### config.mk
export PLATFORM = sky130hd
export DESIGN_NAME = sdram_arbiter_flat
export DESIGN_NICKNAME = d
export VERILOG_FILES = /design/src/rtl/sdram_pkg.sv /design/src/rtl/sdram_arbiter_if.sv /design/src/rtl/sdram_arbit_grant.sv /design/src/rtl/sdram_arbiter.sv /design/src/flat_wrapper.sv
export SDC_FILE = /design/constraint.sdc
export NUM_CORES = 1
export LEC_CHECK = 0
export BUFFER_PORTS_ARGS = -buffer_cell sky130_fd_sc_hd__buf_2
export CAP_MARGIN = 20
export CORE_MARGIN = 4
export CORE_UTILIZATION = 35
export CTS_BUF_LIST = sky130_fd_sc_hd__clkbuf_8
export DETAILED_ROUTE_END_ITERATION = 10
export GPL_TIMING_DRIVEN = 0
export PLACE_DENSITY = 0.95
export SKIP_LAST_GASP = 1
export SLEW_MARGIN = 20
export SYNTH_ARGS = -nofsm -noshare
export SYNTH_HDL_FRONTEND = slang
export SYNTH_SLANG_ARGS = --single-unit
### constraint.sdc
create_clock -name sysclk_100M -period 2.4 [get_ports sysclk_100M]
set_input_delay 0.24 -clock sysclk_100M [delete_from_list [all_inputs] [get_ports sysclk_100M]]
set_output_delay 0.24 -clock sysclk_100M [all_outputs]
set_load 0.01 [all_outputs]
### src/rtl/sdram_pkg.sv
// sdram_pkg: shared widths, command encodings and arbiter state encoding
// for the SDRAM command arbiter slice.
package sdram_pkg;

    localparam int SDRAM_ADDR_W = 13;
    localparam int SDRAM_BA_W   = 2;
    localparam int SDRAM_DQ_W   = 16;

    // {cs_n, ras_n, cas_n, we_n}
    localparam logic [3:0] CMD_MRS       = 4'b0000;
    localparam logic [3:0] CMD_REFRESH   = 4'b0001;
    localparam logic [3:0] CMD_PRECHARGE = 4'b0010;
    localparam logic [3:0] CMD_ACTIVE    = 4'b0011;
    localparam logic [3:0] CMD_WRITE     = 4'b0100;
    localparam logic [3:0] CMD_READ      = 4'b0101;
    localparam logic [3:0] CMD_NOP       = 4'b0111;

    // Bit positions inside the one-hot grant / ack vectors
    localparam int GNT_REF = 0;
    localparam int GNT_WR  = 1;
    localparam int GNT_RD  = 2;

    // last_rw flag values; reset value means "read served last" so the
    // first write/read tie goes to the writer
    localparam logic LAST_RD = 1'b0;
    localparam logic LAST_WR = 1'b1;

    typedef enum logic [2:0] {
        ST_INIT    = 3'd0,
        ST_ARBIT   = 3'd1,
        ST_REFRESH = 3'd2,
        ST_WRITE   = 3'd3,
        ST_READ    = 3'd4
    } arb_state_e;

endpackage

### src/rtl/sdram_arbiter_if.sv
// sdram_arbiter_if: engine request/grant handshakes, engine command buses
// and the SDRAM pin-side outputs. slave = arbiter side, master = engine side.
interface sdram_arbiter_if
    import sdram_pkg::*;
#(
    parameter int ADDR_W = SDRAM_ADDR_W,
    parameter int BA_W   = SDRAM_BA_W,
    parameter int DQ_W   = SDRAM_DQ_W
) ();
    logic              init_end;
    logic [3:0]        init_cmd;
    logic [BA_W-1:0]   init_ba;
    logic [ADDR_W-1:0] init_addr;

    logic              refresh_req;
    logic              refresh_ack;
    logic              refresh_end;
    logic [3:0]        refresh_cmd;

    logic              wr_req;
    logic              wr_ack;
    logic              wr_end;
    logic [3:0]        wr_cmd;
    logic [BA_W-1:0]   wr_ba;
    logic [ADDR_W-1:0] wr_addr;
    logic [DQ_W-1:0]   wr_dq;
    logic              wr_dq_oe;

    logic              rd_req;
    logic              rd_ack;
    logic              rd_end;
    logic [3:0]        rd_cmd;
    logic [BA_W-1:0]   rd_ba;
    logic [ADDR_W-1:0] rd_addr;

    logic [3:0]        sdram_cmd;
    logic [BA_W-1:0]   sdram_ba;
    logic [ADDR_W-1:0] sdram_addr;
    logic [DQ_W-1:0]   sdram_dq_out;
    logic              sdram_dq_oe;

    modport slave (
        input  init_end, init_cmd, init_ba, init_addr,
        input  refresh_req, refresh_end, refresh_cmd,
        input  wr_req, wr_end, wr_cmd, wr_ba, wr_addr, wr_dq, wr_dq_oe,
        input  rd_req, rd_end, rd_cmd, rd_ba, rd_addr,
        output refresh_ack, wr_ack, rd_ack,
        output sdram_cmd, sdram_ba, sdram_addr, sdram_dq_out, sdram_dq_oe
    );

    modport master (
        output init_end, init_cmd, init_ba, init_addr,
        output refresh_req, refresh_end, refresh_cmd,
        output wr_req, wr_end, wr_cmd, wr_ba, wr_addr, wr_dq, wr_dq_oe,
        output rd_req, rd_end, rd_cmd, rd_ba, rd_addr,
        input  refresh_ack, wr_ack, rd_ack,
        input  sdram_cmd, sdram_ba, sdram_addr, sdram_dq_out, sdram_dq_oe
    );
endinterface

### src/rtl/sdram_arbit_grant.sv
// sdram_arbit_grant: combinational chooser turning engine requests into a
// one-hot next grant. Refresh always wins. Optional write/read fairness is
// enabled with the SDRAM_ARBIT_FAIRNESS_EN macro.
module sdram_arbit_grant
    import sdram_pkg::*;
(
    input  logic       refresh_req,
    input  logic       wr_req,
    input  logic       rd_req,
`ifdef SDRAM_ARBIT_FAIRNESS_EN
    input  logic       last_rw,
`endif
    output logic [2:0] grant
);

    // Priority pick; a write/read tie is the only place fairness matters
    always_comb begin
        grant = '0;
        if (refresh_req) begin
            grant[GNT_REF] = 1'b1;
        end else if (wr_req && rd_req) begin
`ifdef SDRAM_ARBIT_FAIRNESS_EN
            if (last_rw == LAST_WR) grant[GNT_RD] = 1'b1;
            else                    grant[GNT_WR] = 1'b1;
`else
            grant[GNT_WR] = 1'b1;
`endif
        end else if (wr_req) begin
            grant[GNT_WR] = 1'b1;
        end else if (rd_req) begin
            grant[GNT_RD] = 1'b1;
        end
    end

endmodule

### src/rtl/sdram_arbiter.sv
// sdram_arbiter: grants one of the refresh/write/read engines at a time and
// muxes the owner's command bus onto the SDRAM pins. The pin mux is
// combinational on the registered state so it lines up with the engines'
// own cycle counters. Optional macro: SDRAM_ARBIT_FAIRNESS_EN (alternate
// write/read on ties).
module sdram_arbiter
    import sdram_pkg::*;
#(
    parameter int ADDR_W = SDRAM_ADDR_W,
    parameter int BA_W   = SDRAM_BA_W,
    parameter int DQ_W   = SDRAM_DQ_W
) (
    input  logic              sysclk_100M,
    input  logic              rst,
    sdram_arbiter_if.slave    bus
);

    arb_state_e state_q, state_d;
    logic [2:0] ack_q, ack_d;
    logic [2:0] grant;

`ifdef SDRAM_ARBIT_FAIRNESS_EN
    logic       last_rw_q, last_rw_d;

    sdram_arbit_grant u_grant (
        .refresh_req (bus.refresh_req),
        .wr_req      (bus.wr_req),
        .rd_req      (bus.rd_req),
        .last_rw     (last_rw_q),
        .grant       (grant)
    );
`else
    sdram_arbit_grant u_grant (
        .refresh_req (bus.refresh_req),
        .wr_req      (bus.wr_req),
        .rd_req      (bus.rd_req),
        .grant       (grant)
    );
`endif

    // Next state / ack; an engine's end is ignored while its ack is still high
    always_comb begin
        state_d = state_q;
        ack_d   = '0;
`ifdef SDRAM_ARBIT_FAIRNESS_EN
        last_rw_d = last_rw_q;
`endif
        case (state_q)
            ST_INIT: begin
                if (bus.init_end) state_d = ST_ARBIT;
            end
            ST_ARBIT: begin
                if (grant[GNT_REF]) begin
                    state_d        = ST_REFRESH;
                    ack_d[GNT_REF] = 1'b1;
                end else if (grant[GNT_WR]) begin
                    state_d       = ST_WRITE;
                    ack_d[GNT_WR] = 1'b1;
`ifdef SDRAM_ARBIT_FAIRNESS_EN
                    last_rw_d     = LAST_WR;
`endif
                end else if (grant[GNT_RD]) begin
                    state_d       = ST_READ;
                    ack_d[GNT_RD] = 1'b1;
`ifdef SDRAM_ARBIT_FAIRNESS_EN
                    last_rw_d     = LAST_RD;
`endif
                end
            end
            ST_REFRESH: begin
                if (bus.refresh_end && !ack_q[GNT_REF]) state_d = ST_ARBIT;
            end
            ST_WRITE: begin
                if (bus.wr_end && !ack_q[GNT_WR]) state_d = ST_ARBIT;
            end
            ST_READ: begin
                if (bus.rd_end && !ack_q[GNT_RD]) state_d = ST_ARBIT;
            end
            default: state_d = ST_INIT;
        endcase
    end

    // State, ack and fairness registers with synchronous reset
    always_ff @(posedge sysclk_100M) begin
        if (rst) begin
            state_q <= ST_INIT;
            ack_q   <= '0;
`ifdef SDRAM_ARBIT_FAIRNESS_EN
            last_rw_q <= LAST_RD;
`endif
        end else begin
            state_q <= state_d;
            ack_q   <= ack_d;
`ifdef SDRAM_ARBIT_FAIRNESS_EN
            last_rw_q <= last_rw_d;
`endif
        end
    end

    logic [3:0]        cmd_mux;
    logic [BA_W-1:0]   ba_mux;
    logic [ADDR_W-1:0] addr_mux;
    logic [DQ_W-1:0]   dq_mux;
    logic              oe_mux;

    // Pin mux: owner's bus, NOP with zero address while arbitrating
    always_comb begin
        cmd_mux  = CMD_NOP;
        ba_mux   = '0;
        addr_mux = '0;
        dq_mux   = '0;
        oe_mux   = 1'b0;
        case (state_q)
            ST_INIT: begin
                cmd_mux  = bus.init_cmd;
                ba_mux   = bus.init_ba;
                addr_mux = bus.init_addr;
            end
            ST_REFRESH: begin
                cmd_mux  = bus.refresh_cmd;
            end
            ST_WRITE: begin
                cmd_mux  = bus.wr_cmd;
                ba_mux   = bus.wr_ba;
                addr_mux = bus.wr_addr;
                dq_mux   = bus.wr_dq;
                oe_mux   = bus.wr_dq_oe;
            end
            ST_READ: begin
                cmd_mux  = bus.rd_cmd;
                ba_mux   = bus.rd_ba;
                addr_mux = bus.rd_addr;
            end
            default: ;
        endcase
    end

    assign bus.refresh_ack  = ack_q[GNT_REF];
    assign bus.wr_ack       = ack_q[GNT_WR];
    assign bus.rd_ack       = ack_q[GNT_RD];
    assign bus.sdram_cmd    = cmd_mux;
    assign bus.sdram_ba     = ba_mux;
    assign bus.sdram_addr   = addr_mux;
    assign bus.sdram_dq_out = dq_mux;
    assign bus.sdram_dq_oe  = oe_mux;

endmodule

### src/flat_wrapper.sv
// flat-port wrapper written by rule: the top's interface ports become plain ports
module sdram_arbiter_flat import sdram_pkg::*;
#(
    parameter int ADDR_W = SDRAM_ADDR_W,
    parameter int BA_W   = SDRAM_BA_W,
    parameter int DQ_W   = SDRAM_DQ_W
)
  (sysclk_100M, rst, bus_init_end, bus_init_cmd, bus_init_ba, bus_init_addr, bus_refresh_req, bus_refresh_end, bus_refresh_cmd, bus_wr_req, bus_wr_end, bus_wr_cmd, bus_wr_ba, bus_wr_addr, bus_wr_dq, bus_wr_dq_oe, bus_rd_req, bus_rd_end, bus_rd_cmd, bus_rd_ba, bus_rd_addr, bus_refresh_ack, bus_wr_ack, bus_rd_ack, bus_sdram_cmd, bus_sdram_ba, bus_sdram_addr, bus_sdram_dq_out, bus_sdram_dq_oe);
  sdram_arbiter_if #(.ADDR_W(ADDR_W), .BA_W(BA_W), .DQ_W(DQ_W)) bus_i ();
  input  logic sysclk_100M;
  input  logic rst;
  input wire logic [$bits(bus_i.init_end)-1:0] bus_init_end;
  input wire logic [$bits(bus_i.init_cmd)-1:0] bus_init_cmd;
  input wire logic [$bits(bus_i.init_ba)-1:0] bus_init_ba;
  input wire logic [$bits(bus_i.init_addr)-1:0] bus_init_addr;
  input wire logic [$bits(bus_i.refresh_req)-1:0] bus_refresh_req;
  input wire logic [$bits(bus_i.refresh_end)-1:0] bus_refresh_end;
  input wire logic [$bits(bus_i.refresh_cmd)-1:0] bus_refresh_cmd;
  input wire logic [$bits(bus_i.wr_req)-1:0] bus_wr_req;
  input wire logic [$bits(bus_i.wr_end)-1:0] bus_wr_end;
  input wire logic [$bits(bus_i.wr_cmd)-1:0] bus_wr_cmd;
  input wire logic [$bits(bus_i.wr_ba)-1:0] bus_wr_ba;
  input wire logic [$bits(bus_i.wr_addr)-1:0] bus_wr_addr;
  input wire logic [$bits(bus_i.wr_dq)-1:0] bus_wr_dq;
  input wire logic [$bits(bus_i.wr_dq_oe)-1:0] bus_wr_dq_oe;
  input wire logic [$bits(bus_i.rd_req)-1:0] bus_rd_req;
  input wire logic [$bits(bus_i.rd_end)-1:0] bus_rd_end;
  input wire logic [$bits(bus_i.rd_cmd)-1:0] bus_rd_cmd;
  input wire logic [$bits(bus_i.rd_ba)-1:0] bus_rd_ba;
  input wire logic [$bits(bus_i.rd_addr)-1:0] bus_rd_addr;
  output wire logic [$bits(bus_i.refresh_ack)-1:0] bus_refresh_ack;
  output wire logic [$bits(bus_i.wr_ack)-1:0] bus_wr_ack;
  output wire logic [$bits(bus_i.rd_ack)-1:0] bus_rd_ack;
  output wire logic [$bits(bus_i.sdram_cmd)-1:0] bus_sdram_cmd;
  output wire logic [$bits(bus_i.sdram_ba)-1:0] bus_sdram_ba;
  output wire logic [$bits(bus_i.sdram_addr)-1:0] bus_sdram_addr;
  output wire logic [$bits(bus_i.sdram_dq_out)-1:0] bus_sdram_dq_out;
  output wire logic [$bits(bus_i.sdram_dq_oe)-1:0] bus_sdram_dq_oe;
  assign bus_i.init_end = bus_init_end;
  assign bus_i.init_cmd = bus_init_cmd;
  assign bus_i.init_ba = bus_init_ba;
  assign bus_i.init_addr = bus_init_addr;
  assign bus_i.refresh_req = bus_refresh_req;
  assign bus_i.refresh_end = bus_refresh_end;
  assign bus_i.refresh_cmd = bus_refresh_cmd;
  assign bus_i.wr_req = bus_wr_req;
  assign bus_i.wr_end = bus_wr_end;
  assign bus_i.wr_cmd = bus_wr_cmd;
  assign bus_i.wr_ba = bus_wr_ba;
  assign bus_i.wr_addr = bus_wr_addr;
  assign bus_i.wr_dq = bus_wr_dq;
  assign bus_i.wr_dq_oe = bus_wr_dq_oe;
  assign bus_i.rd_req = bus_rd_req;
  assign bus_i.rd_end = bus_rd_end;
  assign bus_i.rd_cmd = bus_rd_cmd;
  assign bus_i.rd_ba = bus_rd_ba;
  assign bus_i.rd_addr = bus_rd_addr;
  assign bus_refresh_ack = bus_i.refresh_ack;
  assign bus_wr_ack = bus_i.wr_ack;
  assign bus_rd_ack = bus_i.rd_ack;
  assign bus_sdram_cmd = bus_i.sdram_cmd;
  assign bus_sdram_ba = bus_i.sdram_ba;
  assign bus_sdram_addr = bus_i.sdram_addr;
  assign bus_sdram_dq_out = bus_i.sdram_dq_out;
  assign bus_sdram_dq_oe = bus_i.sdram_dq_oe;
  sdram_arbiter #(.ADDR_W(ADDR_W), .BA_W(BA_W), .DQ_W(DQ_W)) u_core (.sysclk_100M(sysclk_100M), .rst(rst), .bus(bus_i));
endmodule
==> results of run 1 <==
==> cells in the final DEF, fill, tap and decap left out <==
master	netlist	final
and3_1	18	18
a21boi_1	1	1
inv_1	3	3
nor2b_2	1	1
and2_0	1	1
nor3b_1	2	2
nand3b_1	1	1
a32oi_1	1	1
o2bb2ai_1	6	6
o2bb2ai_2	10	10
or2_1	1	1
buf_4	2	2
a21o_1	1	1
or3b_1	1	1
nand3_1	1	1
buf_6	6	6
o22ai_1	1	1
nor4bb_1	1	1
o22a_1	5	5
mux2_4	2	2
clkbuf_1	2	2
a2bb2oi_1	1	1
a211o_1	1	1
a311o_1	1	1
buf_2	3	128
clkbuf_8	0	3
dfxtp_1	6	6
a21oi_1	2	2
nor2_1	3	3
nand2b_1	3	3
nand2_1	3	3
mux2i_1	17	17
nor2b_1	1	1
==> per-layer routing <==
metal,share of wire,routed length [µm]
met1,0.35,1450
met2,0.51,2130
met3,0.11,460
met4,0.031,127
met5,0,0
==> registers in the layout, summed over array words and instances, names as in the netlist <==
signal and flops:
u_core.ack_q 3, u_core.state_q 3
==> cell families (layout without fill, tap and decap cells) <==
logic type             Yosys count  after routing  share of synthesized area
buffers and inverters           16            144                      0.119
AOI/OAI and AO/OA               30             30                      0.321
muxes                           19             19                      0.205
and+or+nand+nor                 37             37                      0.233
DFF                              6              6                      0.123
==> worst register-to-register path, delay by kind of cell (launching register included) <==
kind | cells | cell delay, ns
and+or+nand+nor | 1 | 0.37
DFF | 1 | 0.31
buffers and inverters | 1 | 0.14
AOI/OAI and AO/OA | 2 | 0.27
==> Yosys cell counts (all sizes together) (2+ instances only) <==
| cell type | instances |
|---|---|
| nor3b | 2 |
| clkbuf | 2 |
| o22a | 5 |
| nand2b | 3 |
| nor2b | 2 |
| mux2 | 2 |
| buf | 11 |
| nor2 | 3 |
| mux2i | 17 |
| o2bb2ai | 16 |
| nand2 | 3 |
| a21oi | 2 |
| dfxtp | 6 |
| and3 | 18 |
| inv | 3 |
==> per-stage QoR <==
step	std cells	setup slack, ns
floorplan	108	1.07
global placement	263	0.863
detailed placement	263	0.824
CTS	266	0.577
global route	266	0.473
finish	266	0.576
==> layout make-up <==
class / count / area share
Buffer: 13 / 0.0625
Clock buffer: 3 / 0.0245
Inverter: 3 / 0.00669
Multi-Input combinational cell: 86 / 0.441
Sequential cell: 6 / 0.0714
Tap cell: 30 / 0.0223
Timing Repair Buffer: 125 / 0.372
==> worst paths after layout <==
path / from / endpoint / slack, ns / cells past startpoint
setup / recovery: u_core.state_q[2]$_SDFFE_PP0P_ / bus_sdram_ba[0] / 0.58 / 6
hold / removal: rst / u_core.state_q[0]$_SDFFE_PP0P_ / 0.23 / 2
setup reg to reg: u_core.state_q[1]$_SDFFE_PP0P_ / u_core.state_q[0]$_SDFFE_PP0P_ / 1.19 / 4
hold reg to reg: u_core.ack_q[2]$_SDFF_PP0_ / u_core.state_q[2]$_SDFFE_PP0P_ / 0.58 / 3
==> power groups by stage <==
| stage | clock (mW) | sequential, mW | combinational [mW] |
|---|---|---|---|
| 2_1_floorplan | 0 | 0.111 | 0.196 |
| 3_3_place_gp | 0 | 0.111 | 0.350 |
| 3_5_place_dp | 0 | 0.111 | 0.356 |
| 4_1_cts | 0.153 | 0.110 | 0.357 |
| 5_1_grt | 0.158 | 0.110 | 0.387 |
| 6_report | 0.154 | 0.110 | 0.353 |
==> results.py, run 1 <==
metrics = {
    "clocking": {
        "cts_resized": 0,
        "ctsRootBufferMaster": "clkbuf_8",
        "post-cts-setup-buffer-count": 0,
        "clkSlewWorstSetupHoldPaths_ns": 0.04,
        "cts_tree": "done",
        "clock_sinks": 6,
        "clk_latency_ns": 0.22,
        "cts_hold_buf": 0,
        "numCtsBuffers": 3,
        "clock_tree.buffer_depth": 2,
        "cts_max_level": 1,
    },
    "setup_path": {
        "critPathBufInv": 4,
        "path_cells": "buf_6 -> buf_6 -> buf_4 -> mux2i_1 -> o2bb2ai_2 -> buf_2",
        "crit_family": "buffers and inverters",
        "startpoint_type": "flop",
        "cp_common_cell": "buf_6",
        "crit_slowest_cell": "dfxtp_1",
        "critPathMaxStageDelay_ns": 0.32,
        "criticalPathCategory": "flop to primary output",
        "required_ns": 2.16,
        "arrival_ns": 1.58,
        "cp-end-kind": "primary output",
        "timing.critical_path.fanout_max": 10,
    },
    "drt": {
        "dr.pass1.iters": 4,
        "wirelength_um": 4160,
        "wl_per_cell_um": 15.7,
        "vias_per_cell": 5.17,
        "drc": 0,
        "vias": 1376,
        "antenna_left": 0,
        "drt_iter0_drc": 66,
    },
    "cells_and_area": {
        "final_area_mm2": 0.00168,
        "drive_above_1_share": 0.644,
        "multiInputGateArea_um2": 742,
        "syn2layout_area_growth_pct": 72.0,
        "fillers": 235,
        "seq_area_um2": 120,
        "diodes": 0,
        "final_util": 0.655,
        "final_nets": 325,
    },
    "global_route": {
        "grt_max_degree": 11,
        "gr-usage-met2": 0.424,
        "use_met3": 0.0383,
        "grt_first_pass_wirelength_um": 6020,
        "track_usage": 0.219,
        "use_met1": 0.222,
        "grt_pass1_vias": 1364,
        "grt-busiest-layer": "met2",
        "antenna_found_initial": 0,
        "grt-ovfl-total": 0,
    },
    "sta": {
        "fin_crit_sh": 0.760,
        "fin_skew_ns": 0.000995,
        "drv_slew": 0,
        "final.setup.tns_ns": 0,
        "hold-worst-slack_ns": 0.227,
        "finalSetupViolations": 0,
        "max_slew_margin": 0.760,
        "worstMarginPinSlew_ns": 0.356,
        "finalHoldViolCount": 0,
        "layout_min_cycle_time_ns": 1.82,
        "fmaxAchievable_mhz": 548,
        "rsz0062_at_grt": "no",
    },
    "floorplanning": {
        "start_util": 0.381,
        "die_h_um": 60.9,
        "core_area_mm2": 0.00257,
        "die-area_mm2": 0.00371,
        "die_w_um": 60.9,
        "ios": 126,
        "num_rows": 18,
    },
    "placement": {
        "placed_area_mm2": 0.00164,
        "hpwlAfterDp_um": 3660,
        "place_congestion": 0.805,
        "portBuffers": 125,
    },
    "pwr": {
        "power_density_mw_per_mm2": 366,
        "p_sw_mw": 0.225,
        "p_comb_frac": 0.572,
        "p_int_mw": 0.391,
        "seqPwrFrac": 0.178,
        "p_clk_frac": 0.250,
        "swShare": 0.365,
        "vdd_drop_max_uv": 401,
        "p_leak_nw": 0.931,
        "power_mw": 0.616,
    },
    "logic_synthesis": {
        "synthFlopType": "dfxtp_1",
        "ys_warn_count": 0,
        "synth_top_area_cell": "mux2i_1",
        "postSynthAreaPerCell_um2": 9.06,
        "synth_edf_count": 0,
        "syn_nets": 195,
        "async_flop_share": 0,
        "yosysSeqAreaShare": 0.123,
        "ys_ff_latch": 6,
        "synth_area_leaders": "mux2i_1 (17%), o2bb2ai_2 (15%), dfxtp_1 (12%)",
        "syn_area_um2": 978,
        "syn_inst": 108,
        "synth_cell_types": 32,
        "yosysTopAreaCellShare": 0.174,
    },
    "run": {
        "drv_cap": 0,
    },
    "outcome": {
        "status": "complete, no violations",
    },
    "min_path": {
        "hp-class": "input port to flop",
    },
}
(Power assumes the default switching activity.)
==> run 2, diff against run 1 <==
--- a/config.mk
+++ b/config.mk
@@ -5,14 +5,15 @@
 export SDC_FILE = /design/constraint.sdc
 export NUM_CORES = 1
 export LEC_CHECK = 0
+export ABC_AREA = 1
 export BUFFER_PORTS_ARGS = -buffer_cell sky130_fd_sc_hd__buf_2
 export CAP_MARGIN = 20
 export CORE_MARGIN = 4
-export CORE_UTILIZATION = 35
+export CORE_UTILIZATION = 28
 export CTS_BUF_LIST = sky130_fd_sc_hd__clkbuf_8
 export DETAILED_ROUTE_END_ITERATION = 10
 export GPL_TIMING_DRIVEN = 0
-export PLACE_DENSITY = 0.95
+export PLACE_DENSITY = 0.87
 export SKIP_LAST_GASP = 1
 export SLEW_MARGIN = 20
 export SYNTH_ARGS = -nofsm -noshare
==> constraint.sdc (replaced) <==
create_clock -name sysclk_100M -period 1.5 [get_ports sysclk_100M]
set_input_delay 0.15 -clock sysclk_100M [delete_from_list [all_inputs] [get_ports sysclk_100M]]
set_output_delay 0.15 -clock sysclk_100M [all_outputs]
set_load 0.01 [all_outputs]
==> results.py, run 2 <==
metrics = {
    "cells_and_area": {
        "stdcell_count": 369,
        "most-common-layout-cells": "buf_2 (117), nand2_1 (58), inv_1 (29)",
        "reg_top3": "u_core.ack_q: 3 flops, u_core.state_q: 3 flops",
        "syn2layout_area_growth_pct": 124,
        "final_nets": 414,
        "diodes": 0,
        "drive_above_1_share": 0.588,
        "final_util": 0.649,
        "mostFrequentLayoutCell": "buf_2",
    },
    "logic_synthesis": {
        "synthFlopType": "dfxtp_1",
        "async_flop_share": 0,
        "synth_area_leaders": "nand2_1 (34%), dfxtp_1 (14%), nand3_1 (14%)",
        "ys_ff_latch": 6,
        "yosysSeqAreaShare": 0.137,
        "synth_edf_count": 0,
        "yosysMostFrequentCell": "nand2_1",
        "yosysTopAreaCellShare": 0.338,
        "syn_nets": 273,
        "postSynthAreaPerCell_um2": 4.72,
        "ys_warn_count": 0,
        "synth_top_area_cell": "nand2_1",
        "netlist_top_cells_count": "nand2_1 (79), inv_1 (31), nand3_1 (24), nor2_1 (24), dfxtp_1 (6)",
        "synth_cell_types": 16,
        "syn_inst": 186,
        "syn_area_um2": 878,
    },
    "setup_path": {
        "critPathMaxStageDelay_ns": 0.36,
        "crit_family": "simple AND/OR/NAND/NOR gates",
        "startpoint_type": "flop",
        "critPathBufInv": 3,
        "required_ns": 1.35,
        "crit_slowest_cell": "dfxtp_4",
        "arrival_ns": 1.37,
        "path_cells": "nor2_4 -> nand2_4 -> inv_6 -> clkbuf_16 -> nand2_2 -> nand3_1 -> buf_2",
        "criticalPathCategory": "flop to primary output",
        "cp-end-kind": "primary output",
        "timing.critical_path.fanout_max": 6,
    },
    "floorplanning": {
        "ios": 126,
        "start_util": 0.290,
        "die_h_um": 64.0,
        "num_rows": 20,
        "die_w_um": 64.0,
        "core_area_mm2": 0.00303,
        "die-area_mm2": 0.00410,
    },
    "clocking": {
        "cts_max_level": 1,
        "clock_tree.buffer_depth": 2,
        "numCtsBuffers": 3,
        "clock_sinks": 6,
        "clkSlewWorstSetupHoldPaths_ns": 0.04,
        "cts_tree": "done",
        "clk_latency_ns": 0.23,
        "ctsRootBufferMaster": "clkbuf_8",
    },
    "drt": {
        "wirelength_um": 4560,
        "vias": 1662,
        "dr.pass1.iters": 4,
        "wl_per_cell_um": 12.4,
        "antenna_left": 0,
        "drc": 0,
        "vias_per_cell": 4.50,
        "drt_iter0_drc": 93,
    },
    "global_route": {
        "grt_max_degree": 11,
        "grt_first_pass_wirelength_um": 6080,
        "grt_pass1_vias": 1437,
        "track_usage": 0.180,
        "grt-ovfl-total": 0,
        "antenna_found_initial": 0,
    },
    "sta": {
        "layout_min_cycle_time_ns": 1.52,
        "rsz0062_at_grt": "yes",
        "finalSetupViolations": 3,
        "hold-worst-slack_ns": 0.124,
        "finalHoldViolCount": 0,
        "fin_crit_sh": 1.02,
        "fin_skew_ns": 0.00533,
        "max_slew_margin": 0.642,
        "worstMarginPinSlew_ns": 0.532,
        "drv_slew": 0,
        "fmaxAchievable_mhz": 656,
        "setup_ws_ns": -0.0240,
    },
    "min_path": {
        "hp-class": "input port to flop",
    },
    "pwr": {
        "vdd_drop_max_uv": 866,
        "power_density_mw_per_mm2": 1640,
        "p_leak_nw": 1.27,
    },
    "placement": {
        "hpwlAfterDp_um": 3190,
        "dp.cells": 355,
        "portBuffers": 125,
        "place_congestion": 0.873,
    },
    "outcome": {
        "violations": "negative setup slack",
        "status": "complete, but fails checks",
    },
    "run": {
        "drv_cap": 0,
    },
}
## run 2: power breakdown
group | switching [mW] | internal [mW]
sequential | 0.0563 | 0.220
combinational | 1.44 | 1.26
clock | 0.0723 | 0.173
## run 2: repair_timing
item	CTS	global route
endpoints found under the setup margin	28	25
cloned	0	4
resized for setup	15	61
pin swaps	0	12
hold buffers	0	0
buffers inserted	5	3
## run 2: layer usage
| metal | routed length [µm] | global-route usage | vias up |
|---|---|---|---|
| met2 | 2420 | 0.343 | 81 |
| met4 | 148 | 0.0647 | 0 |
| met3 | 323 | 0.0264 | 17 |
| met5 | 0 | 0 | - |
| met1 | 1670 | 0.199 | 723 |
| li1 | - | - | 841 |
## run 2: layout make-up
type,count,area (µm²)
fillers,261,1060
repair inverters,2,16.3
plain buffers,5,63.8
multi-input cells,140,739
clock buffers,3,41.3
inverters,34,140
flip-flops and latches,6,129
repair buffers,135,779
well taps,44,55.1
## run 2: cell families (layout without fill, tap and decap cells)
logic type / Yosys count / in the layout / share of synthesized area
and+or+nand+nor: 134 / 134 / 0.631
AOI/OAI and AO/OA: 6 / 6 / 0.0342
DFF: 6 / 6 / 0.137
buffers and inverters: 40 / 179 / 0.198
## run 2: final timing paths
kind,from,endpoint,slack [ns],cells after the start
setup / recovery,u_core.state_q[1]$_SDFFE_PP0P_,bus_sdram_addr[2],-0.02,7
hold / removal,bus_refresh_req,u_core.ack_q[1]$_SDFF_PP0_,0.12,2
setup reg to reg,u_core.state_q[2]$_SDFFE_PP0P_,u_core.state_q[0]$_SDFFE_PP0P_,0.12,6
hold reg to reg,u_core.state_q[0]$_SDFFE_PP0P_,u_core.state_q[0]$_SDFFE_PP0P_,0.55,2
## run 2: metrics by stage
step / setup WS [ns] / setup TNS (ns) / power (mW) / area (µm²)
finish: -0.0240 / -0.0533 / 3.22 / 1960
CTS: 0.000837 / 0 / 2.41 / 1680
detailed placement: 0.0649 / 0 / 1.96 / 1560
global route: -0.107 / -1.13 / 3.48 / 1960
floorplan: 0.316 / 0 / 1.30 / 878
global placement: 0.0785 / 0 / 1.94 / 1560
==> run 3, diff against run 2 <==
--- a/config.mk
+++ b/config.mk
@@ -14,6 +14,7 @@
 export DETAILED_ROUTE_END_ITERATION = 10
 export GPL_TIMING_DRIVEN = 0
 export PLACE_DENSITY = 0.87
+export SKIP_CTS_REPAIR_TIMING = 1
 export SKIP_LAST_GASP = 1
 export SLEW_MARGIN = 20
 export SYNTH_ARGS = -nofsm -noshare
==> results.py, run 3 (synthesis gave the netlist of run 2 again) <==
metrics = {
    "outcome": {
        "status": "complete, but fails checks",
        "violations": "negative setup slack",
    },
    "pwr": {
        "seqPwrFrac": 0.105,
        "p_int_mw": 1.34,
        "p_sw_mw": 1.30,
        "p_clk_frac": 0.092,
        "p_comb_frac": 0.803,
        "swShare": 0.492,
        "p_leak_nw": 1.17,
        "vdd_drop_max_uv": 795,
        "power_mw": 2.64,
        "power_density_mw_per_mm2": 1480,
    },
    "clocking": {
        "clock_sinks": 6,
        "cts_tree": "done",
        "cts_max_level": 1,
        "clk_latency_ns": 0.23,
        "numCtsBuffers": 3,
        "clock_tree.buffer_depth": 2,
        "ctsRootBufferMaster": "clkbuf_8",
        "clkSlewWorstSetupHoldPaths_ns": 0.04,
    },
    "cells_and_area": {
        "fillers": 310,
        "diodes": 0,
        "seq_area_um2": 129,
        "final_nets": 414,
        "syn2layout_area_growth_pct": 103,
        "final_area_mm2": 0.00179,
        "mostFrequentLayoutCell": "buf_2",
        "reg_top3": "u_core.ack_q: 3 flops, u_core.state_q: 3 flops",
        "most-common-layout-cells": "buf_2 (125), nand2_1 (74), inv_1 (30)",
        "drive_above_1_share": 0.508,
        "multiInputGateArea_um2": 629,
    },
    "drt": {
        "dr.pass1.iters": 4,
        "drt_iter0_drc": 85,
        "vias_per_cell": 4.30,
        "drc": 0,
        "wirelength_um": 3970,
        "antenna_left": 0,
        "wl_per_cell_um": 10.8,
        "vias": 1586,
    },
    "sta": {
        "setup_ws_ns": -0.00706,
        "fmaxAchievable_mhz": 664,
        "finalSetupViolations": 5,
        "worstMarginPinSlew_ns": 0.501,
        "final.setup.tns_ns": -0.0211,
        "drv_slew": 0,
        "rsz0062_at_grt": "yes",
        "finalHoldViolCount": 0,
        "max_slew_margin": 0.663,
        "fin_skew_ns": 0.00440,
        "layout_min_cycle_time_ns": 1.51,
        "fin_crit_sh": 1.00,
    },
    "setup_path": {
        "required_ns": 1.35,
        "crit_slowest_cell": "dfxtp_4",
        "critPathMaxStageDelay_ns": 0.38,
        "timing.critical_path.fanout_max": 8,
        "path_cells": "nand2_2 -> nor2_4 -> buf_6 -> clkbuf_16 -> nand2_1 -> nand3_1 -> buf_2",
        "cp-end-kind": "primary output",
        "arrival_ns": 1.36,
        "startpoint_type": "flop",
        "criticalPathCategory": "flop to primary output",
    },
    "placement": {
        "place_congestion": 0.873,
        "pre_cts_slack_ns": 0.0649,
        "placed_area_mm2": 0.00156,
        "portBuffers": 125,
        "hpwlAfterDp_um": 3190,
    },
    "global_route": {
        "grt-ovfl-total": 0,
        "track_usage": 0.176,
        "grt_pass1_vias": 1411,
        "grt_first_pass_wirelength_um": 5930,
        "grt_max_degree": 11,
        "antenna_found_initial": 0,
    },
    "min_path": {
        "hp-class": "input port to flop",
    },
    "floorplanning": {
        "core_area_mm2": 0.00303,
        "die-area_mm2": 0.00410,
        "ios": 126,
        "start_util": 0.290,
        "die_h_um": 64.0,
        "num_rows": 20,
        "die_w_um": 64.0,
    },
    "run": {
        "drv_cap": 0,
    },
}
run 3: final timing paths:
check	cells after the start	slack [ns]	from	endpoint
setup / recovery	7	-0.007	u_core.state_q[1]$_SDFFE_PP0P_	bus_sdram_addr[12]
hold / removal	2	0.13	bus_refresh_req	u_core.ack_q[1]$_SDFF_PP0_
setup reg to reg	6	0.12	u_core.state_q[2]$_SDFFE_PP0P_	u_core.state_q[0]$_SDFFE_PP0P_
hold reg to reg	2	0.55	u_core.state_q[0]$_SDFFE_PP0P_	u_core.state_q[0]$_SDFFE_PP0P_
run 3: cell type report:
| class | instances | area share |
|---|---|---|
| repair buffers | 136 | 0.408 |
| multi-input cells | 140 | 0.352 |
| inverters | 34 | 0.0756 |
| flip-flops and latches | 6 | 0.0721 |
| plain buffers | 5 | 0.0336 |
| well taps | 44 | 0.0308 |
| clock buffers | 3 | 0.0231 |
| repair inverters | 1 | 0.00420 |
run 3: critical path, delay by kind of cell, from the launching register on:
| kind | cells | cell delay, ns |
|---|---|---|
| buffers and inverters | 3 | 0.43 |
| flip-flops | 1 | 0.38 |
| AND/OR/NAND/NOR | 4 | 0.32 |
run 3: metrics by stage:
step / utilization / std cells / hold slack (ns)
4_1_cts: 0.529 / 358 / 0.126
3_5_place_dp: 0.515 / 355 / 0.360
2_1_floorplan: - / 186 / 0.227
6_report: 0.590 / 369 / 0.126
5_1_grt: 0.590 / 369 / 0.139
3_3_place_gp: 0.515 / 355 / 0.351
run 3: per-layer routing:
layer / track usage / up-vias / part of all wire
met5: 0 / - / 0
met4: 0.0674 / 0 / 0.013
met3: 0.0264 / 7 / 0.071
met2: 0.332 / 61 / 0.54
met1: 0.193 / 677 / 0.37
li1: - / 841 / -
run 3: power by group through the flow:
stage	Sequential [mW]	Clock, mW	Combinational (mW)
3_5_place_dp	0.243	0	1.72
4_1_cts	0.241	0.246	1.73
5_1_grt	0.284	0.262	2.37
3_3_place_gp	0.240	0	1.70
6_report	0.277	0.244	2.12
2_1_floorplan	0.238	0	1.06
